$ cat src/rtl/uart_cfg_ctrl.sv
// UART command controller: parses HDR/ADDR/DATA/CHK write frames into a config register bank.
// Optional UART_CFG_ACK_EN adds a one-cycle ack byte (06 done / 15 error) per completed frame.
module uart_cfg_ctrl #(
  parameter int unsigned NREG     = 8,
  parameter logic [7:0]  HDR_BYTE = 8'hA5,
  parameter int unsigned TIMEOUT  = 15000,
  parameter logic [7:0]  CFG_RST  = 8'h00
) (
  input  logic                clk,
  input  logic                res,
  input  logic [7:0]          rx_data,
  input  logic                rx_valid,
  input  logic [3:0]          rd_addr,
  output logic [7:0]          rd_data,
  output logic [8*NREG-1:0]   cfg_flat,
  output logic                wr_strobe,
  output logic [3:0]          wr_addr,
  output logic                frame_err,
  output logic [1:0]          err_code,
  output logic                ack_valid,
  output logic [7:0]          ack_data
);

  localparam int unsigned     CntW   = $clog2(TIMEOUT + 1);
  localparam logic [CntW-1:0] CntMax = CntW'(TIMEOUT - 1);

  typedef enum logic [1:0] {StHunt, StAddr, StData, StChk} state_e;

  state_e          state_q, state_d;
  logic [CntW-1:0] cnt_q, cnt_d;
  logic [7:0]      addr_q, addr_d;
  logic [7:0]      data_q, data_d;
  logic [7:0]      cfg_q [NREG];
  logic [7:0]      cfg_d [NREG];
  logic [7:0]      rd_data_d;
  logic            wr_strobe_d;
  logic [3:0]      wr_addr_d;
  logic            frame_err_d;
  logic [1:0]      err_code_d;
  logic [7:0]      sum;
  logic            timeout;

  assign sum     = addr_q + data_q;
  assign timeout = (state_q != StHunt) && !rx_valid && (cnt_q == CntMax);

  always_comb begin
    state_d     = state_q;
    cnt_d       = cnt_q;
    addr_d      = addr_q;
    data_d      = data_q;
    cfg_d       = cfg_q;
    wr_strobe_d = 1'b0;
    wr_addr_d   = wr_addr;
    frame_err_d = 1'b0;
    err_code_d  = err_code;
    rd_data_d   = 8'h00;

    // Read port sees the pre-write bank, so a same-cycle write shows up one cycle later.
    for (int i = 0; i < NREG; i++) begin
      if (rd_addr == 4'(i)) rd_data_d = cfg_q[i];
    end

    if (state_q == StHunt || rx_valid) cnt_d = '0;
    else                               cnt_d = cnt_q + 1'b1;

    unique case (state_q)
      StHunt: if (rx_valid && rx_data == HDR_BYTE) state_d = StAddr;
      StAddr: if (rx_valid) begin
        addr_d  = rx_data;
        state_d = StData;
      end
      StData: if (rx_valid) begin
        data_d  = rx_data;
        state_d = StChk;
      end
      StChk: if (rx_valid) begin
        state_d = StHunt;
        if (32'(addr_q) >= NREG) begin
          frame_err_d = 1'b1;
          err_code_d  = 2'd2;
        end else if (rx_data != sum) begin
          frame_err_d = 1'b1;
          err_code_d  = 2'd1;
        end else begin
          wr_strobe_d = 1'b1;
          wr_addr_d   = addr_q[3:0];
          for (int i = 0; i < NREG; i++) begin
            if (addr_q == 8'(i)) cfg_d[i] = data_q;
          end
        end
      end
      default: state_d = StHunt;
    endcase

    if (timeout) begin
      state_d     = StHunt;
      frame_err_d = 1'b1;
      err_code_d  = 2'd3;
    end
  end

  always_ff @(posedge clk) begin
    if (!res) begin
      state_q   <= StHunt;
      cnt_q     <= '0;
      addr_q    <= 8'h00;
      data_q    <= 8'h00;
      cfg_q     <= '{default: CFG_RST};
      rd_data   <= 8'h00;
      wr_strobe <= 1'b0;
      wr_addr   <= 4'h0;
      frame_err <= 1'b0;
      err_code  <= 2'd0;
    end else begin
      state_q   <= state_d;
      cnt_q     <= cnt_d;
      addr_q    <= addr_d;
      data_q    <= data_d;
      cfg_q     <= cfg_d;
      rd_data   <= rd_data_d;
      wr_strobe <= wr_strobe_d;
      wr_addr   <= wr_addr_d;
      frame_err <= frame_err_d;
      err_code  <= err_code_d;
    end
  end

  for (genvar g = 0; g < NREG; g++) begin : g_flat
    assign cfg_flat[8*g +: 8] = cfg_q[g];
  end

`ifdef UART_CFG_ACK_EN
  // Ack aligns with wr_strobe/frame_err because it is registered from the same next-state terms.
  always_ff @(posedge clk) begin
    if (!res) begin
      ack_valid <= 1'b0;
      ack_data  <= 8'h00;
    end else begin
      ack_valid <= wr_strobe_d | frame_err_d;
      ack_data  <= wr_strobe_d ? 8'h06 : (frame_err_d ? 8'h15 : 8'h00);
    end
  end
`else
  assign ack_valid = 1'b0;
  assign ack_data  = 8'h00;
`endif

endmodule

$ cat config.mk
export PLATFORM = sky130hd
export DESIGN_NAME = uart_cfg_ctrl
export DESIGN_NICKNAME = d
export VERILOG_FILES = /design/src/rtl/uart_cfg_ctrl.sv
export SDC_FILE = /design/constraint.sdc
export NUM_CORES = 1
export LEC_CHECK = 0
export ABC_AREA = 1
export BUFFER_PORTS_ARGS = -buffer_cell sky130_fd_sc_hd__buf_2
export CAP_MARGIN = 20
export CORE_AREA = 2 2 115 117
export CTS_CLUSTER_DIAMETER = 60
export DETAILED_ROUTE_END_ITERATION = 10
export DIE_AREA = 0 0 117 119
export PLACE_DENSITY_LB_ADDON = 0.12
export SLEW_MARGIN = 20
export SYNTH_ARGS = -nofsm -noshare
export SYNTH_HDL_FRONTEND = slang
export SYNTH_SLANG_ARGS = --single-unit
export TNS_END_PERCENT = 1
$ cat constraint.sdc
create_clock -name clk -period 2.5 [get_ports clk]
set_input_delay 0.5 -clock clk [delete_from_list [all_inputs] [get_ports clk]]
set_output_delay 0.5 -clock clk [all_outputs]
set_load 0.005 [all_outputs]
==> results.yml, run 1 <==
synth:
  yosysTopAreaCellShare_pct: 38.3
  synthMuxAreaShare_pct: 0
  synth.cell_area_um2: 5850
  synth-simple-area-share_pct: 36.7
  async_flop_share_pct: 0
  synthXorXnorAreaFrac_pct: 0.449
  synth_edf_count: 0
  synth_adder_area_share_pct: 2.91
  synth_compound_area_share_pct: 7.96
  synth.top_cells.by_count: "nand2_1 (235), inv_1 (153), nor2_1 (148)"
  synth.most_common_cell: "nand2_1"
  synth_ff_type: "dfxtp_1"
  synth.distinct_cells: 38
  ys_ff_latch: 112
  synth_top_family_by_area: "simple AND/OR/NAND/NOR gates"
  ys_seq_area_share_pct: 38.3
  netlist_instances: 888
  ys_top_cells_by_area: "dfxtp_1 (38%), nand2_1 (15%), inv_1 (9.8%)"
  yosysTopAreaCell: "dfxtp_1"
  synth_warnings: 0
  avgSynthCellArea_um2: 6.59
worst_setup_path:
  r2r_slack_ns: 0.08
  crit_required_ns: 2.75
  reg2reg_depth: 13
  crit_path_start_kind: "register"
  crit_path_end: "cfg_flat[44]$_SDFFE_PN0P_"
  cp_max_fo: 16
  path_class: "register to register"
  crit_path_end_kind: "register"
  rr_endpoint: "cfg_flat[44]$_SDFFE_PN0P_"
  r2r-start: "addr_q[0]$_SDFFE_PN0P_"
  crit_arrival_ns: 2.67
  crit_path_start: "addr_q[0]$_SDFFE_PN0P_"
power_and_ir_drop:
  cellLeakagePower_nw: 3.51
  power.density_nw_per_um2: 623
  peakVddDrop_mv: 0.392
place:
  dpl_cell_area_um2: 6560
  place.port_buffers: 94
  place_hpwl_mm: 12.1
  place.gp.congestion: 0.965
  dp_cells: 1159
cells_and_area:
  multi_input_area_um2: 2870
  antenna_cells: 0
  nets: 1022
  syn2layout_area_growth_pct: 17.8
  instances_no_fill: 1175
  design_area_um2: 6890
  n_fill_cell: 1340
  seq_area_um2: 2240
  drive_gt1_share_pct: 15.8
  fin_util_pct: 53.5
timing:
  hold_viol: 0
  setup_viol: 0
  period_needed_ns: 2.42
  rsz0062_at_grt: "yes"
  hold_slack_ns: 0.462
  worst_pin_slew_ns: 0.586
  slew_viol_final: 0
  fmaxAchievable_ghz: 0.414
  skew_ns: 0.00691
  relSlewSlack_pct: 60.6
  finalSetupTns_ns: 0
  finalCritPeriodShare_pct: 96.7
route:
  viasPerCell: 4.74
  first_iter_violations: 389
  num_vias: 5566
  drc: 0
  first_pass_iters: 5
  wl_per_cell_um: 13.7
  ant_nets: 0
  postRouteWirelength_mm: 16.1
cts:
  clock_sinks: 112
  cts_tree: "built"
  path_clk_slew_ns: 0.07
  cts_inserted_buffers: 9
  clockBufferDepth: 2
  htree_levels: 3
  clk_latency_ns: 0.36
  cts_setup_buffers: 0
  root_buffer: "clkbuf_16"
  ctsHoldBuffers: 0
grt:
  grt_pass1_wl_mm: 25.8
  grt-ovfl-total: 0
  antenna_found_initial: 0
  grt_max_degree: 46
  track_usage_pct: 24.1
  first_global_vias: 4952
run_status:
  status: "completed"
floorplan:
  fp-row-count: 42
  core_area_um2: 12900
  die_y_um: 119
  die_area_um2: 13900
  start_util_pct: 45.4
  die_w_um: 117
  io_pins: 104
worst_hold_path:
  hold_class: "register to register"
run:
  max_cap_viol_count: 0
-- cells by family after synthesis --
kind of cell	count (synthesis)
AO/OA/AOI/OAI	84
XOR/XNOR	3
adder cells (fa/ha/maj)	13
buffers and inverters	189
flip-flops	112
other	1
AND/OR/NAND/NOR	486
-- worst min path at each step --
stage	startpoint	endpoint	slack, ns	cells past startpoint
6_report	wr_addr[3]$_SDFFE_PN0P_	wr_addr[3]$_SDFFE_PN0P_	0.46	2
5_1_grt	err_code[0]$_SDFFE_PN0P_	err_code[0]$_SDFFE_PN0P_	0.48	2
4_1_cts	rx_data[2]	addr_q[2]$_SDFFE_PN0P_	0.47	3
3_5_place_dp	err_code[1]$_SDFFE_PN0P_	err_code[1]$_SDFFE_PN0P_	0.45	2
3_3_place_gp	wr_addr[3]$_SDFFE_PN0P_	wr_addr[3]$_SDFFE_PN0P_	0.45	2
2_1_floorplan	cnt_q[0]$_SDFF_PP0_	cnt_q[0]$_SDFF_PP0_	0.44	1
-- cell usage in the layout, fill, tap and decap left out, types with 12 or more instances in the layout --
cell     instances
nand3_1         47
dfxtp_1        112
a21oi_1         39
nor3_1          12
nor2_1         146
buf_2           94
nand2_1        231
inv_1          153
o21ai_0         20
buf_4           22
-- through the flow --
stage,total power [W],setup slack [ns]
floorplan,0.00256,0.162
global placement,0.00284,0.0527
detailed placement,0.00284,0.0207
CTS,0.00430,0.00209
global route,0.00454,-0.165
finish,0.00429,0.0830
-- where the power goes --
group	total [W]	internal, W	switching [W]
sequential	0.00190	0.00185	0.0000525
clock	0.00147	0.000804	0.000665
combinational	0.000918	0.000276	0.000643
-- critical path, stage by stage, from the launching register on --
cell     delay [ns]
dfxtp_1        0.32
ha_2           0.19
fa_1           0.50
inv_1          0.05
nand2_2        0.05
nand2_1        0.05
nor2_1         0.10
nand2_1        0.07
nor2_2         0.10
nand3_2        0.13
nor2_8         0.22
nand4_4        0.27
o21ai_1        0.21
nor2_1         0.06
-- state kept, by name (all words and copies together) (netlist names), 2 cells and up --
name and flops:
addr_q 8, cfg_flat 64, cnt_q 14, data_q 8
err_code 2, rd_data 8, state_q 2, wr_addr 4
-- per-layer routing --
metal	GRT usage (%)	part of all wire [%]	routed length, um
met1	34.0	47	7560
met2	36.9	44	7140
met3	3.61	5.9	956
met4	9.12	2.6	417
met5	0	0	0
-- repair_timing --
item,CTS,global route
pin swaps,0,4
resized for setup,1,9
setup endpoints to repair,2,69
-- area by class of cell --
cell class | instances | share of cell area, %
Clock buffer | 11 | 3.52
Tap cell | 176 | 3.20
Timing Repair Buffer | 118 | 9.68
Clock inverter | 5 | 0.781
Sequential cell | 112 | 32.5
Inverter | 158 | 8.61
Multi-Input combinational cell | 595 | 41.7
No activity file was read; power rests on OpenSTA's default activity.
==> run 2: changes to the inputs <==
--- a/config.mk
+++ b/config.mk
@@ -9,6 +9,7 @@
 export BUFFER_PORTS_ARGS = -buffer_cell sky130_fd_sc_hd__buf_2
 export CAP_MARGIN = 20
 export CORE_AREA = 2 2 115 117
+export CTS_BUF_LIST = sky130_fd_sc_hd__clkbuf_16
 export CTS_CLUSTER_DIAMETER = 60
 export DETAILED_ROUTE_END_ITERATION = 10
 export DIE_AREA = 0 0 117 119
==> results.yml, run 2 (same netlist as run 1, synthesis figures left out) <==
grt:
  gr-usage-met3_pct: 3.66
  first_global_vias: 4945
  track_usage_pct: 24.0
  grt-ovfl-total: 0
  grt_pass1_wl_mm: 25.7
  busiest_layer: "met2"
  grt_use_met2_pct: 36.8
  antenna_found_initial: 0
  grt_max_degree: 46
  use_met1_pct: 33.9
route:
  viasPerCell: 4.73
  ant_nets: 0
  num_vias: 5554
  wl_per_cell_um: 13.7
  first_pass_iters: 5
  first_iter_violations: 367
  drc: 0
  postRouteWirelength_mm: 16.1
cells_and_area:
  n_fill_cell: 1340
  seq_area_um2: 2240
  syn2layout_area_growth_pct: 17.6
  largest_reg_flops: 64
  mostFrequentLayoutCells: "nand2_1 (231), inv_1 (154), nor2_1 (146), dfxtp_1 (112), buf_2 (94)"
  nets: 1022
  final_common_cell: "nand2_1"
  antenna_cells: 0
  drive_gt1_share_pct: 15.7
  multi_input_area_um2: 2870
  fin_util_pct: 53.4
  instances_no_fill: 1175
  design_area_um2: 6880
cts:
  path_clk_slew_ns: 0.07
  clk_latency_ns: 0.36
  htree_levels: 3
  ctsHoldBuffers: 0
  clock_sinks: 112
  cts_tree: "built"
  root_buffer: "clkbuf_16"
  clockBufferDepth: 2
  cts_inserted_buffers: 9
worst_setup_path:
  crit_path_start: "addr_q[0]$_SDFFE_PN0P_"
  crit_path_start_kind: "register"
  r2r-start: "addr_q[0]$_SDFFE_PN0P_"
  cp_max_fo: 16
  crit_path_end_kind: "register"
  cpLargestDelayFamily: "simple AND/OR/NAND/NOR gates"
  critical_path_buf_inv_count: 1
  crit_chain: "ha_2, fa_1, inv_1, nand2_2, nand2_1, nor2_1, nand2_1, nor2_2, nand3_2, nor2_8, nand4_4, o21ai_1, nor2_1"
  max_stage_delay_ns: 0.50
  cpMaxStageDelayCell: "fa_1"
  path_class: "register to register"
  worst-path-stages: 13
  crit_arrival_ns: 2.67
  reg2reg_depth: 13
  crit_required_ns: 2.75
power_and_ir_drop:
  seqPwrFrac_pct: 44.7
  swShare_pct: 32.0
  power.density_nw_per_um2: 618
  p_int_w: 0.00289
  p_switching_w: 0.00136
  peakVddDrop_mv: 0.386
  cellLeakagePower_nw: 3.51
  power_frac_comb_pct: 21.6
  clockPowerShare_pct: 33.7
place:
  place.port_buffers: 94
  place_hpwl_mm: 12.1
  place.gp.congestion: 0.965
  dpl_cell_area_um2: 6560
  dp_cells: 1159
timing:
  hold_viol: 0
  fmaxAchievable_ghz: 0.414
  relSlewSlack_pct: 60.6
  period_needed_ns: 2.42
  worst_pin_slew_ns: 0.586
  rsz0062_at_grt: "yes"
  finalCritPeriodShare_pct: 96.7
  skew_ns: 0.00797
  setup_viol: 0
  slew_viol_final: 0
floorplan:
  die_y_um: 119
  io_pins: 104
  die_area_um2: 13900
  fp-row-count: 42
  start_util_pct: 45.4
  die_w_um: 117
  core_area_um2: 12900
run:
  max_cap_viol_count: 0
worst_hold_path:
  hp-start: "wr_addr[3]$_SDFFE_PN0P_"
  hold_depth: 2
  hold_class: "register to register"
run_status:
  status: "completed"
-- run 2: cell type report --
type | instances | area share (%)
Sequential cell | 112 | 32.6
Tap cell | 176 | 3.20
Clock buffer | 9 | 3.27
Multi-Input combinational cell | 595 | 41.7
Timing Repair Buffer | 118 | 9.69
Clock inverter | 7 | 0.891
Inverter | 158 | 8.62
-- run 2: routing by layer --
layer  wire (um)  part of all wire [%]  up-vias
met5           0                     0        -
met4         417                   2.6        0
met3         870                   5.4       27
met2        7150                    44      164
met1        7660                    48     2415
li1            -                     -     2948
-- run 2: worst paths after layout --
kind	to	slack [ns]
setup reg to reg	cfg_flat[44]$_SDFFE_PN0P_	0.08
hold reg to reg	wr_addr[3]$_SDFFE_PN0P_	0.46
setup / recovery	cfg_flat[44]$_SDFFE_PN0P_	0.08
hold / removal	wr_addr[3]$_SDFFE_PN0P_	0.46
-- run 2: through the flow --
step	TNS, ns	hold slack, ns	power [W]	setup WS, ns
floorplan	0	0.441	0.00256	0.162
finish	0	0.462	0.00425	0.0820
CTS	0	0.465	0.00427	0.00186
detailed placement	0	0.455	0.00284	0.0207
global placement	0	0.450	0.00284	0.0527
global route	-5.13	0.483	0.00450	-0.165
-- run 2: power groups by stage --
stage               clock network [W]  logic (W)  registers (W)
global placement                    0   0.000895        0.00194
detailed placement                  0   0.000897        0.00194
floorplan                           0   0.000603        0.00196
CTS                           0.00147   0.000900        0.00190
finish                        0.00143   0.000920        0.00190
global route                  0.00155    0.00104        0.00191
-- run 2: what timing repair did --
action,4_1_cts,5_1_grt
resized for setup,1,9
setup endpoints to repair,2,69
buffers inserted,0,0
pin swaps,0,4
-- run 2: worst reg2reg max path, stage by stage, from the launching register on --
cell     delay (ns)
dfxtp_1        0.32
ha_2           0.19
fa_1           0.50
inv_1          0.05
nand2_2        0.05
nand2_1        0.05
nor2_1         0.10
nand2_1        0.07
nor2_2         0.10
nand3_2        0.13
nor2_8         0.22
nand4_4        0.27
o21ai_1        0.21
nor2_1         0.06
==> run 3: changes to the inputs <==
==> constraint.sdc (replaced) <==
create_clock -name clk -period 2.1 [get_ports clk]
set_input_delay 0.42 -clock clk [delete_from_list [all_inputs] [get_ports clk]]
set_output_delay 0.42 -clock clk [all_outputs]
set_load 0.005 [all_outputs]
==> results.yml, run 3 (same netlist as run 1, synthesis figures left out) <==
timing:
  skew_ns: 0.00846
  rsz0062_at_grt: "yes"
  setup_viol: 72
  hold_viol: 0
  finalSetupTns_ns: -14.22
  worst_pin_slew_ns: 1.07
  slew_viol_final: 0
  hold_slack_ns: 0.397
  relSlewSlack_pct: 28.6
  fmaxAchievable_ghz: 0.422
  period_needed_ns: 2.37
  finalCritPeriodShare_pct: 113
  worst_slack_ns: -0.268
worst_setup_path:
  crit_arrival_ns: 2.67
  r2r-start: "data_q[0]$_SDFFE_PN0P_"
  crit_chain: "ha_4, fa_1, inv_1, nand2_1, nand2_1, nor2_1, nand2_1, nor2_2, nand3_2, nor2_8, buf_12, nand4_4, nand2_1, nand2_1, nor2_1"
  cpMaxStageDelayCell: "fa_1"
  path_class: "register to register"
  max_stage_delay_ns: 0.49
  cp_max_fo: 8
  crit_path_end_kind: "register"
  crit_path_start: "data_q[0]$_SDFFE_PN0P_"
  crit_path_start_kind: "register"
  critical_path_buf_inv_count: 2
  critPathMostFrequentCell: "nand2_1"
  cpLargestDelayFamily: "simple AND/OR/NAND/NOR gates"
  crit_required_ns: 2.40
floorplan:
  die_w_um: 117
  start_util_pct: 45.4
  die_y_um: 119
  io_pins: 104
  die_area_um2: 13900
  fp-row-count: 42
  core_area_um2: 12900
power_and_ir_drop:
  p_int_w: 0.00366
  report.power.total_w: 0.00542
  seqPwrFrac_pct: 41.9
  clockPowerShare_pct: 34.2
  power_frac_comb_pct: 23.9
  power.density_nw_per_um2: 751
  p_switching_w: 0.00176
  cellLeakagePower_nw: 3.67
  swShare_pct: 32.4
  peakVddDrop_mv: 0.417
cells_and_area:
  syn2layout_area_growth_pct: 23.3
  final_common_cell: "nand2_1"
  mostFrequentLayoutCells: "nand2_1 (229), inv_1 (154), nor2_1 (144), dfxtp_1 (110), buf_2 (94)"
  drive_gt1_share_pct: 18.6
  nets: 1047
  instances_no_fill: 1200
  largest_reg_flops: 64
  antenna_cells: 0
grt:
  first_global_vias: 5229
  track_usage_pct: 25.2
  antenna_found_initial: 0
  grt-ovfl-total: 0
  grt_pass1_wl_mm: 27.1
  grt_max_degree: 51
worst_hold_path:
  hold_class: "input pin to register"
  hp-start: "rx_data[3]"
place:
  place_hpwl_mm: 12.6
  place_ws_ns: -0.354
  place.gp.congestion: 0.887
  place.port_buffers: 94
  dp_cells: 1177
cts:
  cts_tree: "built"
  clock_sinks: 112
  clk_latency_ns: 0.36
  cts_inserted_buffers: 9
  clockBufferDepth: 2
  path_clk_slew_ns: 0.07
  htree_levels: 3
  root_buffer: "clkbuf_16"
route:
  viasPerCell: 4.90
  postRouteWirelength_mm: 17.3
  num_vias: 5877
  drc: 0
  first_iter_violations: 383
  first_pass_iters: 5
  wl_per_cell_um: 14.4
  ant_nets: 0
run_status:
  status: "finished, violations left"
  violations: "setup timing"
run:
  max_cap_viol_count: 0
## run 3: cell types whose count changed in the layout (fill, tap and decap cells not counted), moves of 3 or more
cell / previous run / this run
nand4_4: 6 / 11
nor2_2: 2 / 5
nand3_2: 2 / 5
buf_4: 22 / 39
nand3_1: 47 / 44
## run 3: tightest hold or removal path, delay by kind of cell
kind	cells	cell delay [ns]
AO/OA/AOI/OAI	2	0.19
buffers and inverters	1	0.11
## run 3: final cells by class
| class | instances | area [um2] |
|---|---|---|
| fillers | 1307 | 5660 |
| well taps | 176 | 220 |
| clock buffers | 9 | 225 |
| flip-flops and latches | 112 | 2240 |
| repair buffers | 138 | 846 |
| inverters | 158 | 593 |
| multi-input cells | 600 | 3000 |
| clock inverters | 7 | 85.1 |
## run 3: layer usage
layer	vias up	global-route usage [%]	wire (um)
met3	24	4.27	1130
met1	2644	36.3	8000
met5	-	0	0
met4	0	7.50	397
li1	3010	-	-
met2	199	38.7	7730
## run 3: power groups by stage
stage               registers [W]  clock network, W  logic (W)
CTS                       0.00227           0.00189    0.00129
floorplan                 0.00233                 0   0.000721
finish                    0.00227           0.00185    0.00130
detailed placement        0.00232                 0    0.00119
global route              0.00228           0.00197    0.00144
global placement          0.00232                 0    0.00118
## run 3: timing repair
item	4_1_cts	5_1_grt
hold buffers	0	0
pin swaps	10	4
endpoints found under the setup margin	72	72
cloned	5	0
setup buffers	2	0
resized for setup	14	6
## run 3: metrics by stage
stage	util [%]	cell area [um2]
after floorplan	-	5890
after global placement	52.1	6710
after detailed placement	52.1	6710
after CTS	55.9	7200
after global routing	56.0	7210
final	56.0	7210
## run 3: final timing paths
| check | end | slack, ns | cells past startpoint |
|---|---|---|---|
| worst max-delay path | cfg_flat[21]$_SDFFE_PN0P_ | -0.27 | 15 |
| worst min-delay path | addr_q[3]$_SDFFE_PN0P_ | 0.40 | 3 |
| worst min register to register | wr_addr[3]$_SDFFE_PN0P_ | 0.46 | 2 |
| worst max register to register | cfg_flat[21]$_SDFFE_PN0P_ | -0.27 | 15 |
